<file path="config.mk">
export PLATFORM = sky130hd
export DESIGN_NAME = frame_write_ctrl
export DESIGN_NICKNAME = d
export VERILOG_FILES = /design/src/rtl/frame_write_ctrl.sv
export SDC_FILE = /design/constraint.sdc
export NUM_CORES = 1
export LEC_CHECK = 0
export BUFFER_PORTS_ARGS = -buffer_cell sky130_fd_sc_hd__buf_2
export CELL_PAD_IN_SITES_DETAIL_PLACEMENT = 1
export CELL_PAD_IN_SITES_GLOBAL_PLACEMENT = 2
export CORE_ASPECT_RATIO = 0.5
export CORE_MARGIN = 2
export CORE_UTILIZATION = 30
export DETAILED_ROUTE_END_ITERATION = 8
export GPL_TIMING_DRIVEN = 0
export HOLD_SLACK_MARGIN = 0.08
export PLACE_DENSITY = 0.78
export SLEW_MARGIN = 30
export SYNTH_ARGS = -nofsm -noshare
export SYNTH_HDL_FRONTEND = slang
export SYNTH_SLANG_ARGS = --single-unit
export TNS_END_PERCENT = 30
</file>
<file path="constraint.sdc">
create_clock -name Clk -period 2.9 [get_ports Clk]
set_clock_uncertainty 0.2 [all_clocks]
set_input_delay 0.145 -clock Clk [delete_from_list [all_inputs] [get_ports Clk]]
set_output_delay 0.145 -clock Clk [all_outputs]
set_load 0.005 [all_outputs]
</file>
<file path="src/rtl/frame_write_ctrl.sv">
// Write-side sequencer for the 8-bit frame buffer.
// It runs one job at a time: either a full-screen clear to CLEAR_COLOR, or a
// sequential load of RGB888 pixels. Loaded pixels are packed to RGB332 and
// written from a base address, wrapping at the end of the frame.
// Every output is a flop. A write appears one cycle after the state that
// issues it.
module frame_write_ctrl #(
    parameter int          H_RES       = 640,
    parameter int          V_RES       = 480,
    parameter int          ADDR_W      = 19,
    parameter logic [7:0]  CLEAR_COLOR = 8'h00
) (
    input  logic              Clk,
    input  logic              Reset_h,
    input  logic              start_clear,
    input  logic              start_load,
    input  logic [ADDR_W-1:0] load_base,
    input  logic [ADDR_W-1:0] load_len,
    input  logic              pix_valid,
    input  logic [23:0]       pix_data,
    output logic              pix_ready,
    output logic [7:0]        fb_data,
    output logic [ADDR_W-1:0] fb_wraddress,
    output logic              fb_wren,
    output logic              busy,
    output logic              done,
    output logic              err
);

    // The frame size may equal 2^ADDR_W, so it needs one extra bit.
    localparam logic [ADDR_W:0]   FB_SIZE   = (ADDR_W+1)'(H_RES * V_RES);
    localparam logic [ADDR_W-1:0] LAST_ADDR = ADDR_W'(H_RES * V_RES - 1);

    typedef enum logic [1:0] {
        ST_IDLE  = 2'd0,
        ST_CLEAR = 2'd1,
        ST_LOAD  = 2'd2,
        ST_DONE  = 2'd3
    } state_t;

    state_t            state_q, state_d;
    logic [ADDR_W-1:0] addr_q, addr_d;
    logic [ADDR_W-1:0] rem_q, rem_d;
    logic              pix_ready_q, pix_ready_d;
    logic              fb_wren_q, fb_wren_d;
    logic [7:0]        fb_data_q, fb_data_d;
    logic [ADDR_W-1:0] fb_wraddress_q, fb_wraddress_d;
    logic              busy_q, busy_d;
    logic              done_q, done_d;
    logic              err_q, err_d;

    // These are helper terms shared by the next-state logic and the output logic.
    // The busy_q term keeps starts blocked during the visible done cycle. This
    // means a start is accepted exactly when the busy output is low.
    logic              start_ok;
    logic              take_clear;
    logic              take_load;
    logic              base_bad;
    logic              accept;
    logic [ADDR_W:0]   addr_plus;
    logic [ADDR_W-1:0] addr_wrap;
    logic [ADDR_W-1:0] rem_dec;
    logic [7:0]        pix332;

    assign start_ok   = (state_q == ST_IDLE) && !busy_q;
    assign take_clear = start_ok && start_clear;
    assign take_load  = start_ok && !start_clear && start_load;
    assign base_bad   = ({1'b0, load_base} >= FB_SIZE);
    assign accept     = (state_q == ST_LOAD) && pix_valid && pix_ready_q;
    assign addr_plus  = {1'b0, addr_q} + (ADDR_W+1)'(1);
    assign addr_wrap  = (addr_plus == FB_SIZE) ? '0 : addr_plus[ADDR_W-1:0];
    assign rem_dec    = rem_q - ADDR_W'(1);
    assign pix332     = {pix_data[23:21], pix_data[15:13], pix_data[7:6]};

    // This block holds the state register and all registered outputs and counters.
    always_ff @(posedge Clk) begin
        if (Reset_h) begin
            state_q        <= ST_IDLE;
            addr_q         <= '0;
            rem_q          <= '0;
            pix_ready_q    <= 1'b0;
            fb_wren_q      <= 1'b0;
            fb_data_q      <= 8'h00;
            fb_wraddress_q <= '0;
            busy_q         <= 1'b0;
            done_q         <= 1'b0;
            err_q          <= 1'b0;
        end else begin
            state_q        <= state_d;
            addr_q         <= addr_d;
            rem_q          <= rem_d;
            pix_ready_q    <= pix_ready_d;
            fb_wren_q      <= fb_wren_d;
            fb_data_q      <= fb_data_d;
            fb_wraddress_q <= fb_wraddress_d;
            busy_q         <= busy_d;
            done_q         <= done_d;
            err_q          <= err_d;
        end
    end

    // This block is the next-state logic. Clear wins over load, and an empty or
    // illegal load goes straight to DONE.
    always_comb begin
        state_d = state_q;
        case (state_q)
            ST_IDLE: begin
                if (take_clear) begin
                    state_d = ST_CLEAR;
                end else if (take_load) begin
                    if ((load_len == '0) || base_bad) state_d = ST_DONE;
                    else                              state_d = ST_LOAD;
                end
            end
            ST_CLEAR: begin
                if (addr_q == LAST_ADDR) state_d = ST_DONE;
            end
            ST_LOAD: begin
                if (accept && (rem_q == ADDR_W'(1))) state_d = ST_DONE;
            end
            default: state_d = ST_IDLE;
        endcase
    end

    // This block is the output and datapath logic. It computes the write port,
    // the handshake, the status flags and the counters for the next cycle.
    always_comb begin
        addr_d         = addr_q;
        rem_d          = rem_q;
        pix_ready_d    = 1'b0;
        fb_wren_d      = 1'b0;
        fb_data_d      = fb_data_q;
        fb_wraddress_d = fb_wraddress_q;
        busy_d         = (state_d != ST_IDLE) || (state_q == ST_DONE);
        done_d         = (state_q == ST_DONE);
        err_d          = err_q;
        case (state_q)
            ST_IDLE: begin
                if (take_clear) begin
                    addr_d = '0;
                    err_d  = 1'b0;
                end else if (take_load) begin
                    addr_d      = load_base;
                    rem_d       = load_len;
                    err_d       = base_bad;
                    pix_ready_d = (state_d == ST_LOAD);
                end
            end
            ST_CLEAR: begin
                fb_wren_d      = 1'b1;
                fb_data_d      = CLEAR_COLOR;
                fb_wraddress_d = addr_q;
                addr_d         = addr_q + ADDR_W'(1);
            end
            ST_LOAD: begin
                if (accept) begin
                    fb_wren_d      = 1'b1;
                    fb_data_d      = pix332;
                    fb_wraddress_d = addr_q;
                    addr_d         = addr_wrap;
                    rem_d          = rem_dec;
                    pix_ready_d    = (rem_dec != '0);
                end else begin
                    pix_ready_d    = pix_ready_q;
                end
            end
            default: ;
        endcase
    end

    assign pix_ready    = pix_ready_q;
    assign fb_data      = fb_data_q;
    assign fb_wraddress = fb_wraddress_q;
    assign fb_wren      = fb_wren_q;
    assign busy         = busy_q;
    assign done         = done_q;
    assign err          = err_q;

endmodule

</file>
==> results of run 1 <==
[placed cells by master (no fill, tap or decap), types with 11 or more instances in the layout]
cell type      instances
clkbuf_1              28
nor2_1                58
a22oi_1               20
inv_1                 14
dfxtp_1               71
dlygate4sd3_1         49
nand3_1               11
nor3_1                15
o21ai_0               31
a21oi_1               53
nand2_1               78
buf_2                 87
[Yosys cell counts, drive strengths merged, types with 3 or more instances]
cell type	instances	area share, %
a211oi	9	1.7
a21o	4	0.74
a21oi	55	6.5
a221oi	5	1.2
a22o	4	0.82
a22oi	20	3.5
a31oi	8	1.2
a32o	3	0.71
and3	10	1.5
buf	8	1.0
clkbuf	35	3.1
dfxtp	72	34
ha	9	2.6
inv	14	1.2
nand2	78	6.9
nand3	12	1.5
nand3b	3	0.53
nand4	6	0.88
nor2	58	5.1
nor2b	8	1.2
nor3	16	2.1
nor3b	3	0.53
nor4	12	2.3
nor4b	3	0.62
o211ai	4	0.71
o21a	5	0.88
o21ai	34	4.0
o22ai	7	1.0
o31ai	8	1.4
o41ai	3	0.62
or3	6	0.88
xnor2	4	0.82
xor2	3	0.62
[metrics by stage]
| stage | cell area, um2 | util (%) | setup slack, ps | hold WS, ps | total power, W |
|---|---|---|---|---|---|
| 2_1_floorplan | 4260 | - | 353 | 107 | 0.00369 |
| 3_3_place_gp | 4910 | 35.8 | -189 | 195 | 0.00462 |
| 3_5_place_dp | 4910 | 35.8 | -175 | 205 | 0.00468 |
| 4_1_cts | 5720 | 41.8 | -81.3 | 113 | 0.00596 |
| 5_1_grt | 5800 | 42.3 | -49.0 | 185 | 0.00657 |
| 6_report | 5800 | 42.3 | 84.2 | 135 | 0.00612 |
[worst max-delay path: cells and delay by family (launching register included)]
family                     cells  cell delay [ps]
DFF                            1              370
buffers and inverters          4             1460
AOI/OAI and AO/OA              2              490
adders and majority gates      1              210
[logic make-up (layout without fill, tap and decap cells)]
logic type	count (synthesis)	in the layout
simple gates	229	229
compound gates	187	187
flops	72	72
buf+inv	58	209
fa+ha+maj	9	9
xor+xnor	7	7
mux	4	4
[report_power, final]
group	total (W)	switching [W]	internal [W]
clock network	0.00116	0.000487	0.000674
registers	0.00154	0.000291	0.00125
logic	0.00342	0.00214	0.00129
[repair_timing]
action / CTS / global route
pin swaps: 0 / 2
endpoints found under the setup margin: 30 / 51
hold buffers: 49 / 0
buffers inserted: 0 / 5
cloned: 0 / 0
hold endpoints to repair: 47 / 0
gates resized for setup: 5 / 20
[cell type report]
cell class / instances / area (um2)
timing repair buffer: 136 / 938
sequential: 72 / 1440
fill: 1710 / 7900
clock inverter: 7 / 78.8
inverter: 15 / 56.3
multi-input combinational: 436 / 2640
tap: 192 / 240
buffer: 42 / 179
clock buffer: 9 / 225
[sequential cells by signal (all words and copies together), names as in the netlist]
register / count
fb_wraddress: 19
addr_q: 19
fb_wren: 1
pix_ready: 1
fb_data: 8
err: 1
rem_q: 19
state_q: 2
done: 1
busy: 1
[routing by layer]
metal / GRT usage [%] / wire length, um / vias up / share of wire [%]
li1: - / - / 2384 / -
met1: 29.6 / 8080 / 2478 / 48
met2: 38.5 / 8100 / 95 / 48
met3: 3.89 / 498 / 14 / 3.0
met4: 5.73 / 168 / 0 / 1.0
met5: 0 / 0 / - / 0
[path summary, 6_finish.rpt]
path,start,end,slack (ps),cells past startpoint
max reg2reg,state_q[0],rem_q[6],80,7
min,load_base[13],addr_q[13],130,5
min reg2reg,fb_wraddress[14],fb_wraddress[14],250,2
max,state_q[0],rem_q[6],80,7
==> metrics, run 1 <==
vias in the first global route=a little under 5000; largest family of logic cells by synthesized area=compound AO/OA/AOI/OAI gates; Rel. slew slack=between 40% and 50%; Setup TNS Final=0 ps; antenna violations before repair=0; die width=approximately 170 um; startpoint types=flop; Die Area=about 15000 um2; CP max stage cell=clkbuf_1; DIE HEIGHT=88.2 um; critical path class=reg2reg; Max Clk Rate=0.355 GHz; post-synthesis mux area share=1.00%; Core ar.=13700 um2; GP Congestion=0.834; Non-Filler Instances=between 900 and 1000; worst slew pin tran=867 ps; Max rail drop VDD=just under 400 uV; Leakage Power=2.24 nW; Seq/Total Area, Yosys=between 30% and 40%; CP Max Fanout=10; Rows=30; async set-reset flop share out of synthesis=0%; flops & latches, synth=72; final setup violation count=0; CTS tree=yes; DRC=0; clk slew on worst S/H paths=about 70 ps; ANT cells=0; htree depth=3; I/O pin cnt=between 90 and 100; Via Count=slightly below 5000; CP Cell Sequence=inv_1, ha_1, buf_2, buf_1, clkbuf_1, o32ai_1, a211oi_1; post-synthesis xor/xnor area fraction=under 10%; cell count after synthesis=566; syn_nets=642; Hold WC Path Type=in2reg; WP data arrival=approximately 2900 ps; CP peak stage delay=~540 ps; Iter 0 DRT Violations=256; clock sink total=slightly above 70; Area Overhead vs Synth=36.3%; CTS buffer count=9; Post-DRT Antenna Nets=0; Cell variety after synth=70; fraction of the mapped netlist area in compound gates=between 20% and 30%; final worst-path cycle share=between 90 and 100%; pwr/cell area=around 1100 nW/um2; largest net degree at the start of global routing=15; fin. max-slew vios=0; share of cells above drive strength 1=around a fifth; clock buffer depth=2; post-DP HPWL=~12 mm; Synth Area per Inst=~7.5 um2; Final #Nets=just under 800; Post-synth top flop=dfxtp_1; Final Hold Viols=0; Post-Synth Simple-Gate Area=between 20% and 30%; drt pass-1 iters=4; min Tclk post-route=2820 ps; Mapped Area=~4300 um2; number of synthesized flops with an enable pin=0; RSZ-0062 raised after global routing=yes; first-pass GRT wire length=26.2 mm; Avg WL per Cell=~19 um; max cap viols=0; crit end category=flop; Ys Warns=0; Placed Cells=840; total wire length=16.8 mm; initial core utilization=a little under a third; Via density=5.47; gr usage total=about 22%; Port Buffer Count=~80; overflow left after global routing=0; CP required=between 2000 and 3000 ps; worst-skew pair later-pin latency=about 340 ps; CTS root buffer=clkbuf_16; Adder-Cell Fraction of Synth Area=under 10%; status=complete, no violations
Power figures use the tool's default switching activity.
==> inputs of run 2 (changes only) <==
--- a/config.mk
+++ b/config.mk
@@ -11,10 +11,11 @@
 export CORE_ASPECT_RATIO = 0.5
 export CORE_MARGIN = 2
 export CORE_UTILIZATION = 30
+export CTS_CLUSTER_DIAMETER = 30
 export DETAILED_ROUTE_END_ITERATION = 8
 export GPL_TIMING_DRIVEN = 0
 export HOLD_SLACK_MARGIN = 0.08
-export PLACE_DENSITY = 0.78
+export PLACE_DENSITY_LB_ADDON = 0.1
 export SLEW_MARGIN = 30
 export SYNTH_ARGS = -nofsm -noshare
 export SYNTH_HDL_FRONTEND = slang
==> run 2 against run 1 <==
Effect of this change:
- sequential power barely moved
- power fell by 0.68%
- flip-flop and latch count did not move
- cell area fell by 0.93%
==> metrics, run 2 (synthesis results as in run 1) <==
area of the multi-input gates=2650 um2 (+0.52%); min Tclk post-route=2810 ps (-6.24 ps); worst slew pin tran=761 ps (-105 ps); final worst-path cycle share=96.9% (-0.22 points); Setup WS post-layout=90.4 ps (+6.24 ps); CP max stage cell=or4b_1; die width=172 um (unchanged); Placement Setup Slack=-139 ps (+35.5 ps); Core ar.=13700 um2 (unchanged); Avg WL per Cell=18.6 um (+0.26%); commonest cells after routing, fill and taps aside=buf_2 (88), nand2_1 (78), dfxtp_1 (70); clock buffer depth=2 (unchanged); Buf+Inv Stages, Crit Path=2 (-2); WP data arrival=2830 ps (-40 ps); Final Hold Viols=0 (unchanged); Rel. slew slack=48.8% (+7.1 points); Port Buffer Count=82 (unchanged); worst-skew pair later-pin latency=340 ps (about the same); Reg2Reg Launch Point=rem_q[0]; Final #Nets=778 (-1.3%); DIE HEIGHT=88.2 um (unchanged); Max rail drop VDD=336 uV (-15%); vias in the first global route=4784 (-2.3%); clock sink total=72 (unchanged); htree depth=3 (unchanged); worst setup path start=rem_q[0]; I/O pin cnt=99 (unchanged); largest net degree at the start of global routing=13 (-2); Max Clk Rate=0.356 GHz (+0.22%); reg-to-reg endpoint=pix_ready; share of cells above drive strength 1=18.8% (about the same); CP Max Fanout=7 (-3); gr usage total=22.7% (+0.29 points); Iter 0 DRT Violations=267 (+4.3%); Register-to-Register Path Depth=9 (+2); total wire length=16.7 mm (-0.96%); CTS tree=yes; antenna violations before repair=0 (unchanged); pwr/cell area=1060 nW/um2 (+0.25%); CP Cell Sequence=inv_1, ha_2, or4b_1, clkbuf_1, nor3_4, xor2_1, a2111oi_2, a41oi_1, a31o_1; Fillers=1696 (-0.82%); status=complete, no violations; Reg2Reg Setup Slack=90 ps (about the same); drt pass-1 iters=4 (unchanged); RSZ-0062 raised after global routing=yes; register area=1440 um2 (about the same); crit end category=flop; initial core utilization=31.1% (unchanged); critical path class=reg2reg; most common cell after layout, fill and taps aside=buf_2; Hold Path Depth=3 (-2); max cap viols=0 (unchanged); Hold Path Sink=pix_ready; Via Count=4756 (-4.3%); Die Area=15200 um2 (unchanged); Rows=30 (unchanged); CP required=2920 ps (-30 ps); Placed Cells=840 (unchanged); startpoint types=flop; CTS root buffer=clkbuf_16; Leakage Power=2.24 nW (-0.23%); Via density=5.30 (-3.2%); post-DP HPWL=11.8 mm (+1.4%); first-pass GRT wire length=26.3 mm (+0.39%); ANT cells=0 (unchanged); CP peak stage delay=440 ps (-100 ps); Area Overhead vs Synth=35.0%; hold_sp=start_load; clk slew on worst S/H paths=60 ps (about the same); CTS buffer count=9 (unchanged); DRC=0 (unchanged); Non-Filler Instances=898 (-1.2%); worst hold margin=81.8 ps (-53.0 ps); CP delay by family, top=compound AO/OA/AOI/OAI gates; overflow left after global routing=0 (unchanged); Post-DRT Antenna Nets=0 (unchanged); Util after Layout=41.9% (-0.39 points); final setup violation count=0 (unchanged); fin. max-slew vios=0 (unchanged); GP Congestion=0.849 (+1.8%); Hold WC Path Type=in2reg
## run 2: cell count changes in the layout (fill, tap and decap cells not counted), moves of 2 or more
cell,delta
a2111oi_1,-2
clkbuf_1,-2
buf_4,-3
dlygate4sd3_1,-6
inv_6,-2
clkinvlp_4,-2
## run 2: where the power goes
group | leakage (nW) | total [W] | switching (W) | internal (W)
Sequential | 0.587 | 0.00155 | 0.000299 | 0.00125
Combinational | 1.50 | 0.00331 | 0.00210 | 0.00121
Clock | 0.155 | 0.00122 | 0.000449 | 0.000772
Total | 2.24 | 0.00608 | 0.00285 | 0.00323
## run 2: layout make-up
cell class | count | area share [%]
Sequential cell | 72 | 25.1
Inverter | 15 | 0.980
Multi-Input combinational cell | 436 | 46.2
Clock buffer | 10 | 4.16
Timing Repair Buffer | 127 | 14.9
Buffer | 41 | 3.07
Clock inverter | 5 | 1.42
Tap cell | 192 | 4.18
## run 2: stage by stage
step                      total power, W  area (um2)  setup TNS [ps]
after floorplan                  0.00369        4260               0
after global placement           0.00466        4910           -4120
after detailed placement         0.00468        4910           -1940
after CTS                        0.00605        5700           -26.3
after global routing             0.00655        5750            -484
final                            0.00608        5750               0
## run 2: timing repair
action                                 4_1_cts  5_1_grt
endpoints found under the hold margin       43        0
resized for setup                            6       22
setup buffers                                1        1
pin swaps                                    1        3
hold buffers                                43        0
setup endpoints to repair                   25       53
## run 2: worst max path at each step
stage                       to  cells after the start  slack, ps
6_report             pix_ready                      9         90
5_1_grt              pix_ready                      9       -100
4_1_cts             addr_q[13]                      8        -30
3_5_place_dp   fb_wraddress[2]                      8       -140
3_3_place_gp        addr_q[15]                      9       -310
2_1_floorplan        pix_ready                      9        350
## run 2: tightest hold or removal path, delay by kind of cell
family,cells,cell delay [ps]
buffers and inverters,1,130
AO/OA/AOI/OAI,1,130
AND/OR/NAND/NOR,1,180
## run 2: per-layer routing
| layer | global-route usage [%] | up-vias | share of wire, % | routed length (um) |
|---|---|---|---|---|
| met5 | 0 | - | 0 | 0 |
| met1 | 30.3 | 2321 | 50 | 8390 |
| li1 | - | 2349 | - | - |
| met4 | 5.27 | 0 | 0.87 | 145 |
| met2 | 39.1 | 74 | 47 | 7780 |
| met3 | 3.67 | 12 | 2.3 | 378 |
